--- src/rtl/apb_uart_tx_serializer.sv ---
// apb_uart_tx_serializer: pops characters from the TX FIFO and shifts them out as
// UART frames (start, 5-8 data bits LSB first, optional parity, 1-2 stop bits).
module apb_uart_tx_serializer #(
  parameter int DATA_WIDTH = 8,
  parameter int DIV_WIDTH  = 16
) (
  input  logic                  clk,
  input  logic                  reset_n,
  input  logic                  cfg_en_i,
  input  logic [DIV_WIDTH-1:0]  cfg_div_i,
  input  logic [1:0]            cfg_bits_i,
  input  logic                  cfg_parity_en_i,
  input  logic                  cfg_parity_odd_i,
  input  logic                  cfg_stop2_i,
  input  logic                  tx_valid_i,
  input  logic [DATA_WIDTH-1:0] tx_data_i,
  output logic                  tx_ready_o,
  output logic                  tx_o,
  output logic                  busy_o,
  output logic                  done_o
);
  typedef enum logic [2:0] {IDLE, START, DATA, PARITY, STOP} state_t;
  state_t                state, state_n;
  logic [DIV_WIDTH-1:0]  cnt, cnt_n, div_l, div_n;
  logic [2:0]            bit_cnt, bit_n;
  logic [DATA_WIDTH-1:0] shift, shift_n;
  logic [1:0]            bits_l, bits_n;
  logic                  par_en_l, par_en_n, par_l, par_n, stop2_l, stop2_n;
  logic                  done_n, par_calc, bit_end, take;

  assign tx_ready_o = (state == IDLE) & cfg_en_i;
  assign take       = tx_ready_o & tx_valid_i;
  assign bit_end    = cnt == div_l;
  assign busy_o     = state != IDLE;
  assign tx_o       = state == START ? 1'b0 : state == DATA ? shift[0] : state == PARITY ? par_l : 1'b1;

  // Parity is computed once at the handshake over only the configured data bits.
  always_comb begin
    par_calc = cfg_parity_odd_i;
    for (int i = 0; i < 8; i++)
      if (i <= 4 + int'(cfg_bits_i)) par_calc = par_calc ^ tx_data_i[i];
  end

  always_comb begin
    state_n  = state;
    cnt_n    = (state == IDLE || bit_end) ? '0 : cnt + 1'b1;
    bit_n    = bit_cnt;
    shift_n  = shift;
    div_n    = div_l;
    bits_n   = bits_l;
    par_en_n = par_en_l;
    par_n    = par_l;
    stop2_n  = stop2_l;
    done_n   = 1'b0;
    case (state)
      IDLE: if (take) begin
        state_n  = START;
        shift_n  = tx_data_i;
        div_n    = cfg_div_i;
        bits_n   = cfg_bits_i;
        par_en_n = cfg_parity_en_i;
        par_n    = par_calc;
        stop2_n  = cfg_stop2_i;
        bit_n    = '0;
      end
      START: if (bit_end) state_n = DATA;
      DATA: if (bit_end) begin
        shift_n = shift >> 1;
        if (bit_cnt == {1'b1, bits_l}) begin
          state_n = par_en_l ? PARITY : STOP;
          bit_n   = '0;
        end else bit_n = bit_cnt + 1'b1;
      end
      PARITY: if (bit_end) state_n = STOP;
      STOP: if (bit_end) begin
        if (bit_cnt == {2'b00, stop2_l}) begin
          state_n = IDLE;
          done_n  = 1'b1;
        end else bit_n = bit_cnt + 1'b1;
      end
      default: state_n = IDLE;
    endcase
  end

  always_ff @(posedge clk or negedge reset_n) begin
    if (!reset_n) begin
      state    <= IDLE;
      cnt      <= '0;
      bit_cnt  <= '0;
      shift    <= '0;
      div_l    <= '0;
      bits_l   <= '0;
      par_en_l <= 1'b0;
      par_l    <= 1'b0;
      stop2_l  <= 1'b0;
      done_o   <= 1'b0;
    end else begin
      state    <= state_n;
      cnt      <= cnt_n;
      bit_cnt  <= bit_n;
      shift    <= shift_n;
      div_l    <= div_n;
      bits_l   <= bits_n;
      par_en_l <= par_en_n;
      par_l    <= par_n;
      stop2_l  <= stop2_n;
      done_o   <= done_n;
    end
  end
endmodule

--- config.mk ---
export PLATFORM = sky130hd
export DESIGN_NAME = apb_uart_tx_serializer
export DESIGN_NICKNAME = d
export VERILOG_FILES = /design/src/rtl/apb_uart_tx_serializer.sv
export SDC_FILE = /design/constraint.sdc
export NUM_CORES = 1
export LEC_CHECK = 0
export BUFFER_PORTS_ARGS = -buffer_cell sky130_fd_sc_hd__buf_2
export CAP_MARGIN = 20
export CORE_ASPECT_RATIO = 1.4
export CORE_MARGIN = 4
export CORE_UTILIZATION = 35
export DETAILED_ROUTE_END_ITERATION = 8
export GPL_TIMING_DRIVEN = 1
export HOLD_SLACK_MARGIN = 0.15
export RECOVER_POWER = 25
export SYNTH_ARGS = -nofsm -noshare
export SYNTH_HDL_FRONTEND = slang
export SYNTH_SLANG_ARGS = --single-unit
--- constraint.sdc ---
create_clock -name clk -period 1.81 [get_ports clk]
set_input_delay 0.362 -clock clk [delete_from_list [all_inputs] [get_ports clk]]
set_output_delay 0.362 -clock clk [all_outputs]
set_load 0.02 [all_outputs]
Word-level counts from Yosys, hierarchy flattened
Cells that the tools add are included.
Word-level totals
  register bits after elaboration: 52
  output and inout port bits: 4
  word-level logic and storage cells: 88
Operators by class
  $add $sub $neg: 3
  order comparisons: 8
  equal/unequal tests: 15
  multiplexer cells: 33
  bitwise gates (word level): 10
  reductions and logical operators: 9
Operator list (number)
  $le A4 B32 Y1 const A: 3
  $le A3 B32 Y1 const A: 2
  $mux W3: 13
  $le A1 B32 Y1 const A: 1
  $le A2 B32 Y1 const A: 1
  $add A16 B1 Y16 const B: 1
  $eq A16 B16 Y1: 1
  $mux W16: 1
  $mux W8: 2
  $pmux W8 S2: 1
  $pmux W3 S5: 1
  $mux W1: 14
  $ne A2 B2 Y1 const B: 7
  $pmux W3 S3: 1
  $xor A1 B1 Y1: 8
  $reduce_and A7 Y1: 1
  $eq A3 B2 Y1 const B: 2
  $reduce_bool A3 Y1: 2
  $reduce_and A5 Y1: 1
  $add A3 B2 Y4 const A: 1
  $le A3 B4 Y1 const A: 1
  $add A3 B1 Y3 const B: 1
  $eq A3 B1 Y1: 1
  $eq A3 B1 Y1 const B: 1
  9 further kinds: 10

Logic depth before layout (Yosys ltp)
  depth in word-level cells: 17
  depth in mapped cells: 7

Least setup slack after synthesis
OpenSTA, ideal clock, no wires.
  kind: flip-flop to flip-flop
  start: register cnt[4]
  end: register bit_cnt[1]
  library setup time: 0.125 ns
  data arrival time: 1.682 ns
  data required time: 1.685 ns
  setup slack: 0.003 ns
  cell stages (with the launch flop): 6
  path buffers: 0
  cell sequence: dfrtp_1 > xor2_1 > nor4_2 > nand4_2 > a22oi_4 > mux2_4
On the way
  word-level cells in the longest chain between the ends: 3
Ends and longest elaborated chain
  start: declaration: line 24  | logic [DIV_WIDTH-1:0] cnt, cnt_n, div_l, div_n;
  start signal: assignment: line 99  | cnt <= cnt_n;
  $eq A16 B16 Y1 *: line 33  | assign bit_end = cnt == div_l;
  $ne A2 B2 Y1 (no source line)
  $reduce_and A5 Y1 (no source line) *
  end signal: assignment: line 100  | bit_cnt <= bit_n;
  end: declaration: line 25  | logic [2:0] bit_cnt, bit_n;
Every way passes the cells marked *; elsewhere a longest branch is shown, timed or not.
A chain may end at the register's enable or synchronous reset.

Final worst setup path
  start: register div_l[0]
  end: register bit_cnt[1]
On the way
  word-level cells in the longest chain between the ends: 3
Ends and longest elaborated chain
  start: declaration: line 24
  start signal: assignment: line 102  | div_l <= div_n;
  $eq A16 B16 Y1 *: line 33
  $ne A2 B2 Y1 (no source line)
  $reduce_and A5 Y1 (no source line) *
Marked as above.

==> run summary <==
The finished layout holds 428 standard cells, fillers aside. Port buffering added 36 buffers. For this configuration, the core starts out at a cell density of 35.99%.

The reg-to-reg startpoint was div_l[0]. For this run, the register share of the synthesized area comes to 46.66%. Slack of the worst reg-to-reg path: -0.006 ns.

Placed wire-length estimate: 4438 um. The worst register-to-register path ends at bit_cnt[1]. The flow ran to the end, but the final reports show violations. The run gives 37 as the number of primary I/O pins. Path class of the lowest-slack min-delay path: input port to flip-flop.

The depth of the worst hold-timing path is 3, and the H-tree level count is 2. The slowest stage of the critical path is the dfrtp_1 cell. Measured along the y axis, the die boundary spans 113.6 um. Entering global routing, the biggest net connects 53 pins.

For the worst flop-to-flop path, the logic depth is 6. The overall die area is 9481 sq um, and the combinational group share of total power is 41.4%. The initial antenna violation count is 0. The core region is 7750 sq um. The tree built by TritonCTS fans out to 52 sinks.

The clock input transition at the sequential cells of the worst setup and hold paths is 0.09 ns. The highest cell delay on the worst timing path is 0.39 ns, and the total nets after synthesis is 293. For the synthesis warning total, the log shows 0.

The largest fanout on the critical path was 3. The period utilization was 100.3%. For hold timing, the worst endpoint is par_en_l.

The instance count after placement with tap cells included came out at 408. The sum of overflow across all layers after global routing came out at 0. The tools report the row count as 38. The synthesized netlist occupies a cell area of 2789 sq um. In this run, synthesis produced a sequential element count of 52. The worst setup path is of the flip-flop to flip-flop kind. For the data arrival at the endpoint of the critical path, the log shows 2.01 ns. The logs give -0.005509 ns for the post-route worst setup slack and 0 for the count of final max-slew check failures.

Routability-driven placement finished with a final weighted congestion of 0.8022. TritonCTS built the clock tree. After the last flow step, the layout net total stands at 362.

The number of global-route vias before repair was 2191. The final routed wire length divided by cell count came out at 14.62 um. The first routing iteration left 63 violations.

Using the TritonRoute via totals, the vias-per-cell ratio works out to 5.065. Setup repair after global routing could not meet its margin everywhere. The maximum resistive drop on vdd was 0.4371 mV; the count of cell types in the netlist was 54.

For the final database, setup skew stands at 0.006425 ns. Global routing consumed, over all layers together, 13.58% of the routing resources. The headroom to the max-slew limit is 52.03%. The run gives 6258 um as the wire length reported by the detailed router. The startpoint identified for the worst hold timing path is cfg_parity_en_i.

The internal power of the cells totals 2.813 mW. From synthesis to final layout, the design area changed by 25.89%. The analysis attributes to cell leakage a power of 1.632 nW. The kind of capture point of the worst setup path was a flip-flop.

The run gives 550.8 MHz as the peak clock frequency supported by timing. Die boundary width: 83.45 um. The first TritonRoute pass finished after 4 iterations. Net switching is 34.39% of the power. Measured on the finished design, the core utilization comes to 45.30%.

In the routed design, unresolved DRC markers number 0. The antenna cell count came out at 0. Power spread over the standard cell area amounts to 1221 nW/um^2.

The final critical path time including I/O delays and setup was 1.816 ns. Walking the worst path, the cells encountered are xor2_1 > nor4_2 > buf_4 > nand4_4 > a22oi_4 > mux2_4. At the worst endpoint, the required time is 2.01 ns. Final count of hold timing violations: 0. For the pin with the worst max-slew slack, the measured transition is 0.7195 ns. No sink is reached through more buffers than the 2 on the longest clock path.

Proportion of layout cells with a drive suffix above 1: 37.50%. The clock network burns 16.0% of the power. The global-route wire length before repair was 10280 um. The count of nets left with antenna violations once routing finished came out at 0.

The part of the power in registers is 42.6%. Setup violations remaining at the end of the flow were counted as 4. Number of buffers created by CTS: 5. Startpoint type of the worst setup path: a flip-flop. The synthesized area per cell is 10.81 sq um. The final reports fail on setup timing. The cell sitting at the root of the clock tree is a clkbuf_8. The total number of vias is 2168, and the switching component of the power is 1.474 mW. The count of mapped cells out of synthesis is 258. Clock latency on the worst-skew pair, taken at its later pin, is 0.30 ns.

Across the run, the number of max-cap violations was 0.
-- power groups by stage --
stage / logic (mW) / clock network, mW / registers [mW]
floorplan: 1.09 / 0 / 1.80
global placement: 1.53 / 0 / 1.84
detailed placement: 1.55 / 0 / 1.85
CTS: 1.70 / 0.707 / 1.83
global route: 1.96 / 0.751 / 1.87
finish: 1.78 / 0.685 / 1.83
-- worst max-delay path by stage --
stage	start	end	cells past startpoint	slack (ns)
2_1_floorplan	cnt[4]	bit_cnt[1]	5	0.003
3_3_place_gp	div_l[15]	bit_cnt[0]	5	-0.11
3_5_place_dp	div_l[15]	shift[6]	6	-0.1
4_1_cts	div_l[13]	shift[6]	7	0.003
5_1_grt	cnt[6]	shift[2]	7	-0.11
6_report	div_l[0]	bit_cnt[1]	6	-0.006
-- per-stage QoR --
step / area (sq um) / total power, mW / hold WS, ns / setup TNS (ns) / worst slack (ns)
after floorplan: 2789 / 2.888 / 0.06641 / 0 / 0.003212
after global placement: 3257 / 3.364 / 0.3814 / -2.298 / -0.1104
after detailed placement: 3257 / 3.405 / 0.3772 / -1.696 / -0.09947
after CTS: 3447 / 4.228 / 0.2594 / 0 / 0.002846
after global routing: 3511 / 4.576 / 0.2708 / -1.181 / -0.1060
final: 3511 / 4.288 / 0.2640 / -0.01247 / -0.005509
-- what timing repair did --
action | in CTS | in global routing
hold endpoints to repair | 52 | 0
hold buffers | 1 | 0
pin swaps | 4 | 15
setup endpoints to repair | 31 | 33
gates cloned | 1 | 0
resized for setup | 5 | 15
buffers inserted | 7 | 3
-- synthesized netlist by cell type, drive strengths merged --
library cell  count  share of area, %
a31oi             7               1.6
or2               1              0.22
o22ai             1              0.22
and3              6               1.4
o221ai            1              0.31
dfrtp            52                47
mux2             21               8.7
and2              3              0.67
xor2             24               7.5
a22o              1              0.31
clkbuf            3              0.54
a21o              2              0.58
xnor2            17               5.3
nand4             4               1.1
ha                2              0.90
nor2b             1              0.22
nand2            15               2.0
o2111ai           1              0.31
o311a             1              0.36
a2111oi           1              0.31
a21oi             3              0.94
o22a              7               2.2
nand2b            3              0.76
nand3             7               1.3
a22oi             2               1.0
nor3b             3              0.81
nor3              4              0.72
nor2             31               4.3
o311ai            2              0.90
buf               8               1.7
nor4              5               2.3
and4              3               1.1
a211oi            1              0.27
inv               9               1.2
o21ai             4              0.72
or3               2              0.45
-- routing by layer --
layer / wire length [um] / vias to the layer above / global-route usage, %
met5: 0 / - / 0
met4: 99 / 0 / 4.614
met3: 203 / 6 / 2.529
met2: 3432 / 42 / 25.43
met1: 2522 / 1079 / 15.46
li1: - / 1041 / -
-- logic make-up (layout without fill, tap and decap cells) --
logic type	count (synthesis)	after routing	synth area share, %
AOI/OAI and AO/OA	34	34	10.05
xor gates and xnor gates	41	41	12.88
adders and majority gates	2	2	0.8971
buffers and inverters	20	89	3.454
DFF	52	52	46.66
muxes	21	21	8.749
and+or+nand+nor	88	89	17.32
-- layout by cell type, fill, tap and decap left out, drive strengths merged, types with 2 or more instances in the layout --
cell     n
and3     6
nor3     4
mux2    21
nor2    31
a21o     2
and2     3
nor4     5
a31oi    7
nor3b    3
inv      9
clkbuf   8
a21oi    3
and4     4
buf     70
o22a     7
dfrtp   52
o21ai    4
nand2   15
or3      2
xnor2   17
a22oi    2
xor2    24
o311ai   2
nand4    4
ha       2
nand3    7
nand2b   3
-- sequential cells by signal (all words and copies together), names as in the netlist --
name and flops:
cnt 16, div_l 16, shift 8, bit_cnt 3, state 3, bits_l 2
done_o 1, par_en_l 1, par_l 1, stop2_l 1
-- cell type report --
type,instances,area (sq um)
Fill cell,768,4239
Multi-Input combinational cell,187,1454
Sequential cell,52,1303
Timing Repair Buffer,72,501.7
Tap cell,100,125.1
Clock buffer,7,86.33
Inverter,9,33.78
Clock inverter,1,7.507
-- worst max-delay path: cells and delay by family, from the launching register on --
kind	cells	cell delay, ns
AND/OR/NAND/NOR	2	0.40
flip-flops	1	0.39
multiplexers	1	0.32
AO/OA/AOI/OAI	1	0.25
buffers and inverters	1	0.18
XOR/XNOR	1	0.17
Note: power is estimated with default switching activity, not from simulation.
